===== config.mk =====
export PLATFORM = sky130hd
export DESIGN_NAME = ov7670_capture_writer
export DESIGN_NICKNAME = d
export VERILOG_FILES = /design/src/rtl/cam_pkg.sv /design/src/rtl/edge_detect.sv /design/src/rtl/ov7670_capture_writer.sv
export SDC_FILE = /design/constraint.sdc
export NUM_CORES = 1
export LEC_CHECK = 0
export ABC_CLOCK_PERIOD_IN_PS = 2000
export BUFFER_PORTS_ARGS = -buffer_cell sky130_fd_sc_hd__buf_2
export CORE_ASPECT_RATIO = 0.75
export CORE_MARGIN = 8
export CORE_UTILIZATION = 30
export DETAILED_ROUTE_END_ITERATION = 10
export MAX_ROUTING_LAYER = met4
export PLACE_DENSITY_LB_ADDON = 0.3
export RECOVER_POWER = 50
export SYNTH_ARGS = -nofsm -noshare
export SYNTH_HDL_FRONTEND = slang
export SYNTH_SLANG_ARGS = --single-unit

===== constraint.sdc =====
create_clock -name clk -period 2 [get_ports clk]
set_input_delay 0.1 -clock clk [delete_from_list [all_inputs] [get_ports clk]]
set_output_delay 0.1 -clock clk [all_outputs]
set_load 0.01 [all_outputs]

===== src/rtl/cam_pkg.sv =====
// Shared definitions for the OV7670 capture path: frame geometry defaults,
// the 12-bit RGB444 pixel layout and the capture FSM state encoding.
package cam_pkg;

    localparam int IMAGE_WIDTH_DEF  = 320;
    localparam int IMAGE_HEIGHT_DEF = 240;

    // Width of a raster address covering one full frame.
    function automatic int addr_bits(input int width, input int height);
        return $clog2(width * height);
    endfunction

    typedef struct packed {
        logic [3:0] r;
        logic [3:0] g;
        logic [3:0] b;
    } pixel_t;

    typedef enum logic [2:0] {
        WAIT_VSYNC,
        FRAME_IDLE,
        BYTE_LO,
        BYTE_HI,
        LINE_END
    } cap_state_t;

endpackage


===== src/rtl/edge_detect.sv =====
// Registered rising-edge detector. The history register resets high so a
// signal that is already asserted when reset releases does not count as an edge.
module edge_detect (
    input  logic clk,
    input  logic reset_n,
    input  logic sig,
    output logic rise
);

    logic sig_q;

    // Remember the previous sample of the input.
    always_ff @(posedge clk) begin
        if (!reset_n) sig_q <= 1'b1;
        else          sig_q <= sig;
    end

    assign rise = sig & ~sig_q;

endmodule


===== src/rtl/ov7670_capture_writer.sv =====
// Assembles OV7670 RGB444 byte pairs into 12-bit pixels and writes them to
// the frame BRAM in raster order. Reports frame completion and whether the
// frame that just closed had the expected geometry.
module ov7670_capture_writer
    import cam_pkg::*;
#(
    parameter int IMAGE_WIDTH  = IMAGE_WIDTH_DEF,
    parameter int IMAGE_HEIGHT = IMAGE_HEIGHT_DEF,
    parameter int ADDR_BITS    = addr_bits(IMAGE_WIDTH, IMAGE_HEIGHT)
) (
    input  logic                 clk,
    input  logic                 reset_n,
    input  logic                 vsync,
    input  logic                 href,
    input  logic [7:0]           d,
    output logic [ADDR_BITS-1:0] wraddress,
    output logic [11:0]          wrdata,
    output logic                 wren,
    output logic                 frame_done,
    output logic                 frame_error
);

    // Counters have one spare code above the nominal size so overruns
    // saturate instead of wrapping back into the valid range.
    localparam int COL_BITS = $clog2(IMAGE_WIDTH + 2);
    localparam int ROW_BITS = $clog2(IMAGE_HEIGHT + 2);
    localparam logic [COL_BITS-1:0] COL_FULL = COL_BITS'(IMAGE_WIDTH);
    localparam logic [COL_BITS-1:0] COL_SAT  = COL_BITS'(IMAGE_WIDTH + 1);
    localparam logic [ROW_BITS-1:0] ROW_FULL = ROW_BITS'(IMAGE_HEIGHT);
    localparam logic [ROW_BITS-1:0] ROW_SAT  = ROW_BITS'(IMAGE_HEIGHT + 1);

    cap_state_t            state, state_next;
    logic                  vsync_rise;
    logic                  line_byte;
    logic                  take_hi, take_lo, close;
    logic                  in_bounds;
    logic [3:0]            hi_nib;
    logic [COL_BITS-1:0]   col;
    logic [ROW_BITS-1:0]   row;
    logic [ADDR_BITS-1:0]  pix_idx;
    logic                  err;
    logic                  odd_end;
    pixel_t                px;

    edge_detect u_vsync_edge (
        .clk     (clk),
        .reset_n (reset_n),
        .sig     (vsync),
        .rise    (vsync_rise)
    );

    // href is meaningless while vsync is high.
    assign line_byte = href & ~vsync;
    assign in_bounds = (col < COL_FULL) && (row < ROW_FULL);
    assign px        = '{r: hi_nib, g: d[7:4], b: d[3:0]};

    // State register.
    always_ff @(posedge clk) begin
        if (!reset_n) state <= WAIT_VSYNC;
        else          state <= state_next;
    end

    // Next state and byte strobes; a vsync rise overrides any line activity.
    always_comb begin
        state_next = state;
        take_hi    = 1'b0;
        take_lo    = 1'b0;
        close      = 1'b0;
        if (vsync_rise) begin
            close      = (state != WAIT_VSYNC);
            state_next = FRAME_IDLE;
        end else begin
            case (state)
                WAIT_VSYNC: state_next = WAIT_VSYNC;
                FRAME_IDLE: begin
                    if (line_byte) begin
                        take_hi    = 1'b1;
                        state_next = BYTE_LO;
                    end
                end
                BYTE_LO: begin
                    if (line_byte) begin
                        take_lo    = 1'b1;
                        state_next = BYTE_HI;
                    end else begin
                        state_next = LINE_END;
                    end
                end
                BYTE_HI: begin
                    if (line_byte) begin
                        take_hi    = 1'b1;
                        state_next = BYTE_LO;
                    end else begin
                        state_next = LINE_END;
                    end
                end
                LINE_END:   state_next = FRAME_IDLE;
                default:    state_next = WAIT_VSYNC;
            endcase
        end
    end

    // Pixel assembly, BRAM write port, geometry counters and frame status.
    always_ff @(posedge clk) begin
        if (!reset_n) begin
            wraddress   <= '0;
            wrdata      <= '0;
            wren        <= 1'b0;
            frame_done  <= 1'b0;
            frame_error <= 1'b0;
            hi_nib      <= '0;
            col         <= '0;
            row         <= '0;
            pix_idx     <= '0;
            err         <= 1'b0;
            odd_end     <= 1'b0;
        end else begin
            wren       <= 1'b0;
            frame_done <= 1'b0;
            if (vsync_rise) begin
                if (close) begin
                    frame_done  <= 1'b1;
                    frame_error <= err | (row != ROW_FULL);
                end
                col     <= '0;
                row     <= '0;
                pix_idx <= '0;
                err     <= 1'b0;
                odd_end <= 1'b0;
            end else begin
                if (take_hi) hi_nib <= d[3:0];
                if (take_lo) begin
                    if (in_bounds) begin
                        wren      <= 1'b1;
                        wrdata    <= px;
                        wraddress <= pix_idx;
                        pix_idx   <= pix_idx + ADDR_BITS'(1);
                    end else begin
                        err <= 1'b1;
                    end
                    if (col != COL_SAT) col <= col + COL_BITS'(1);
                end
                if (state_next == LINE_END) odd_end <= (state == BYTE_LO);
                if (state == LINE_END) begin
                    if ((col != COL_FULL) || odd_end) err <= 1'b1;
                    col <= '0;
                    if (row != ROW_SAT) row <= row + ROW_BITS'(1);
                end
            end
        end
    end

endmodule


==> flow_summary_export.csv, run 1 <==
group,metric,value,unit
timing,hold_viol_final,0,
route,vias_per_cell,4.88,
critical_path,required,2270,ps
logic_synthesis,syn_nets,405,
placed_design,globalplace.congestion,0.775,
finish,nFillCells,1129,
route,drtPass1Iterations,6,
die,die-area,14400,um2
global_route,use_met2,17.3,%
global_route,grt_pass1_vias,2727,
clocking,numCtsBuffers,9,
global_route,grt_max_degree,35,
global_route,top_usage_layer,"met2",
timing,setup_tns,0,ps
timing,relSlewSlack,58.6,%
logic_synthesis,avgSynthCellArea,8.40,um2
clocking,tritoncts,"built",
timing,max_freq,0.516,GHz
finish,n_antenna_cell,0,
logic_synthesis,postSynthCellCount,386,
critical_path,critPathMaxFanout,10,
placed_design,io_buffers,43,
finish,drive_above_1_share,12.4,%
run,drv_cap,0,
logic_synthesis,synth_flop_cell,"dfxtp_1",
finish,multi_input_area,1600,um2
die,coreArea,10700,um2
finish,area_growth,23.7,%
finish,fin_nets,466,
critical_path,crit_type,"flip-flop to flip-flop",
logic_synthesis,async_flop_share,0,%
placed_design,place_ws,-18.8,ps
placed_design,dp_hpwl,5560,um
global_route,antenna_found_initial,0,
timing,max_slew.worst_pin.slew,621,ps
run_status,outcome,"complete, no violations",
timing,skew,3.75,ps
die,row_count,33,
route,wire_per_inst,13.3,um
pwr,peakVddDrop,438,uV
clocking,clk_latency,330,ps
timing,setup_slack,60.9,ps
clocking,ctsLongestPathBuffers,2,
logic_synthesis,ys_warn_count,0,
clocking,cts.sinks,76,
route,routed-via-count,2889,
route,remaining_drc_errors,0,
logic_synthesis,ys_types,44,
min_path,hp-class,"input port to flip-flop",
logic_synthesis,syn-cell-area,3240,um2
critical_path,end_kind,"flip-flop",
timing,fin_crit,1940,ps
logic_synthesis,yosysSeqAreaShare,46.9,%
global_route,grt_use_total,11.4,%
global_route,use_met3,3.30,%
die,start_util,30.2,%
finish,seqCellArea,1520,um2
logic_synthesis,ys_seq_elements,76,
route,ant_nets,0,
route,initialDrtViolationCount,128,
route,routed_wl,7870,um
pwr,power_density,786,nW/um2
clocking,path_clk_slew,60,ps
global_route,grt_pass1_wl,13100,um
critical_path,start_kind,"flip-flop",
clocking,root_buffer,"clkbuf_16",
die,pin_count,44,
logic_synthesis,synth_edf_count,0,
pwr,total_power,3.15,mW
global_route,gr-usage-met1,14.1,%
clocking,cts-htree-levels,3,
timing,min_period_over_period,97.0,%
critical_path,arrival,2210,ps
pwr,p_leak,1.28,nW
global_route,gr-total-overflow,0,
finish,final_cell_mix,"75 x nand2_1, 75 x dfxtp_1, 53 x a21oi_1",
die,die_width,136,um
timing,setup_violations,0,
timing,drv_slew,0,
die,die_y,106,um
[layer usage]
metal  vias to the layer above  share of wire [%]
met5                         -                  0
met2                        52                 46
met1                      1348                 48
li1                       1480                  -
met4                         0                1.5
met3                         9                4.8
[cells by family after synthesis]
kind of cell | count (synthesis) | synth area share (%)
and+or+nand+nor | 168 | 26.8
AOI/OAI and AO/OA | 90 | 15.8
DFF | 76 | 46.9
buffers and inverters | 33 | 4.32
adders and majority gates | 7 | 2.70
xor gates and xnor gates | 6 | 1.62
muxes | 6 | 1.85
[worst max-delay path, stage by stage (launching register included)]
cell and delay (ps):
dfxtp_1 310, nand4bb_4 200, or4b_4 560, buf_6 160
or4_4 510, a21oi_2 140
[synthesized netlist by cell type (2+ instances only)]
library cell  instances  area, um2
dfxtp_1              76       1520
nand2_1              75        282
a21oi_1              54        270
nor2_1               19       71.3
clkbuf_1             16       60.1
o21ai_0              13       65.1
inv_1                12       45.0
or3_1                12       75.1
o31ai_1              11       82.6
or4_1                11       82.6
nand3_1              10       50.1
ha_1                  7       87.6
nand4_1               7       43.8
nor3_1                7       35.0
mux2i_1               6       60.1
o21a_1                5       37.5
xnor2_1               5       43.8
nand2b_1              4       25.0
and2_1                2       12.5
and3_1                2       12.5
and4_1                2       17.5
buf_6                 2       22.5
clkinv_1              2       7.51
nand4b_1              2       17.5
nor2b_1               2       12.5
nor3b_1               2       15.0
nor4_1                2       12.5
o31a_1                2       17.5
[through the flow]
| step | hold WS (ps) | cell area [um2] | instances | utilization, % |
|---|---|---|---|---|
| floorplan | 173 | 3250 | 386 | - |
| global placement | 340 | 3700 | 570 | 34.5 |
| detailed placement | 344 | 3700 | 570 | 34.5 |
| CTS | 2.69 | 4040 | 590 | 37.6 |
| global route | 11.4 | 4010 | 592 | 37.4 |
| finish | 5.27 | 4010 | 592 | 37.4 |
[state kept, by name (all words and copies together) (netlist names), 3 cells and up]
| signal | count |
|---|---|
| wraddress | 17 |
| state | 3 |
| wrdata | 12 |
| hi_nib | 4 |
| pix_idx | 17 |
| col | 9 |
| row | 8 |
[cell type report]
class | instances | share of cell area, %
clock buffers | 11 | 6.30
repair buffers | 69 | 9.32
well taps | 140 | 4.37
clock inverters | 5 | 0.904
inverters | 14 | 1.31
flip-flops and latches | 76 | 37.9
multi-input cells | 277 | 39.9
[path summary, 6_finish.rpt]
kind / from / to / slack (ps) / depth (start not counted)
worst min-delay path: reset_n / u_vsync_edge.sig_q / 5 / 2
worst max register to register: state[2] / pix_idx[10] / 60 / 5
worst max-delay path: state[2] / pix_idx[10] / 60 / 5
worst min register to register: wraddress[14] / wraddress[14] / 450 / 2
[repair_timing]
action                                  CTS  global route
endpoints found under the hold margin     4             0
endpoints found under the setup margin    1             7
gates resized for setup                   1             5
setup buffers                             0             2
hold buffers                              4             0
pin swaps                                 0             3
[power by group]
part           switching, mW  total, mW  internal (mW)  leakage [nW]
clock                  0.638       1.54          0.907         0.134
combinational         0.0550     0.0874         0.0324         0.534
sequential           0.00298       1.52           1.52         0.613
total                  0.695       3.15           2.46          1.28
(Power assumes the default switching activity.)
==> run 2: changes to the inputs <==
--- a/config.mk
+++ b/config.mk
@@ -9,7 +9,7 @@
 export BUFFER_PORTS_ARGS = -buffer_cell sky130_fd_sc_hd__buf_2
 export CORE_ASPECT_RATIO = 0.75
 export CORE_MARGIN = 8
-export CORE_UTILIZATION = 30
+export CORE_UTILIZATION = 35
 export DETAILED_ROUTE_END_ITERATION = 10
 export MAX_ROUTING_LAYER = met4
 export PLACE_DENSITY_LB_ADDON = 0.3
==> flow_summary_export.csv, run 2 (synthesis gave the netlist of run 1 again) <==
group,metric,value,unit
clocking,path_clk_slew,60,ps
finish,nFillCells,930,
pwr,p_leak,1.34,nW
critical_path,required,2260,ps
pwr,peakVddDrop,559,uV
finish,n_antenna_cell,0,
clocking,cts.sinks,76,
clocking,tritoncts,"built",
finish,area_growth,26.6,%
clocking,numCtsBuffers,9,
global_route,top_usage_layer,"met2",
critical_path,arrival,2250,ps
route,wire_per_inst,13.7,um
critical_path,critPathMaxFanout,13,
route,vias_per_cell,4.96,
die,coreArea,9050,um2
timing,relSlewSlack,63.0,%
global_route,grt_max_degree,34,
timing,hold_viol_final,0,
placed_design,io_buffers,43,
run_status,outcome,"complete, no violations",
timing,skew,3.14,ps
clocking,ctsLongestPathBuffers,2,
placed_design,globalplace.congestion,0.804,
timing,setup_violations,0,
die,row_count,30,
route,routed-via-count,2887,
critical_path,crit_type,"flip-flop to flip-flop",
die,die-area,12600,um2
global_route,grt_pass1_wl,13200,um
route,initialDrtViolationCount,171,
timing,rsz0062_at_grt,"yes",
critical_path,end_kind,"flip-flop",
global_route,antenna_found_initial,0,
finish,fin_nets,468,
placed_design,dp_hpwl,5460,um
global_route,grt_use_total,13.3,%
clocking,clk_latency,330,ps
timing,drv_slew,0,
critical_path,start_kind,"flip-flop",
min_path,hp-class,"input port to flip-flop",
global_route,use_met3,3.15,%
global_route,gr-usage-met1,17.5,%
die,die_width,127,um
global_route,grt_pass1_vias,2618,
route,drtPass1Iterations,4,
pwr,power_density,851,nW/um2
global_route,use_met2,18.7,%
clocking,cts-htree-levels,3,
timing,fin_crit,1990,ps
timing,min_period_over_period,99.5,%
die,die_y,99.4,um
finish,top_regs,"pix_idx (17), wraddress (17), wrdata (12)",
route,ant_nets,0,
clocking,root_buffer,"clkbuf_16",
pwr,total_power,3.50,mW
route,remaining_drc_errors,0,
die,start_util,35.9,%
timing,max_slew.worst_pin.slew,550,ps
route,routed_wl,7990,um
timing,max_freq,0.502,GHz
finish,final_area,4110,um2
finish,drive_above_1_share,13.2,%
run,drv_cap,0,
finish,final_cell_mix,"75 x nand2_1, 75 x dfxtp_1, 52 x a21oi_1",
placed_design,placed_area,3680,um2
global_route,gr-total-overflow,0,
die,pin_count,44,
-- run 2: changes by cell type in the layout (fill, tap and decap cells not counted), sizes merged --
cell	change
buf	+3
bufinv	+3
dlygate4sd3	+1
clkbuf	-3
clkinvlp	-2
-- run 2: final cells by class --
type                    count  area [um2]  share of cell area (%)
clock buffers              10         239                    5.82
clock inverters             6         111                    2.71
repair buffers             71         413                    10.1
well taps                 128         160                    3.90
multi-input cells         277        1610                    39.2
inverters                  14        52.6                    1.28
flip-flops and latches     76        1520                    37.1
-- run 2: critical path: stages, from the launching register on --
cell and delay [ps]:
dfxtp_2 320, nand4bb_4 220, or4b_4 570, buf_8 160
or4_4 500, a21oi_1 160
-- run 2: timing repair --
item                                    CTS  global route
hold buffers                              5             0
endpoints found under the setup margin    6             8
gates cloned                              0             0
gates resized for setup                   2             8
setup buffers                             0             5
endpoints found under the hold margin     5             0
pin swaps                                 1             4
-- run 2: metal layers --
layer	up-vias	share of wire [%]
met3	8	3.8
met1	1350	51
met4	0	1.7
met2	47	43
met5	-	0
li1	1482	-
-- run 2: path summary, 6_finish.rpt --
check | to | slack (ps) | startpoint | cells past startpoint
max | pix_idx[14] | 9 | state[2] | 5
min | wrdata[2] | 20 | d[2] | 3
max reg2reg | pix_idx[14] | 9 | state[2] | 5
min reg2reg | wrdata[9] | 450 | hi_nib[1] | 2
-- run 2: through the flow --
stage	instances	setup slack [ps]	setup TNS [ps]	hold slack [ps]	utilization (%)
after detailed placement	556	-49.5	-166	345	40.7
after global routing	582	-19.1	-43.3	11.3	45.4
after floorplan	386	-16.9	-16.9	173	-
after CTS	577	9.14	0	2.98	45.2
final	582	9.16	0	15.5	45.4
after global placement	556	4.56	0	342	40.7
-- run 2: report_power, final --
part | internal (mW) | leakage (nW) | total, mW | switching, mW
combinational | 0.0347 | 0.560 | 0.0918 | 0.0571
sequential | 1.52 | 0.613 | 1.52 | 0.00297
clock | 1.25 | 0.169 | 1.88 | 0.630
total | 2.81 | 1.34 | 3.50 | 0.691
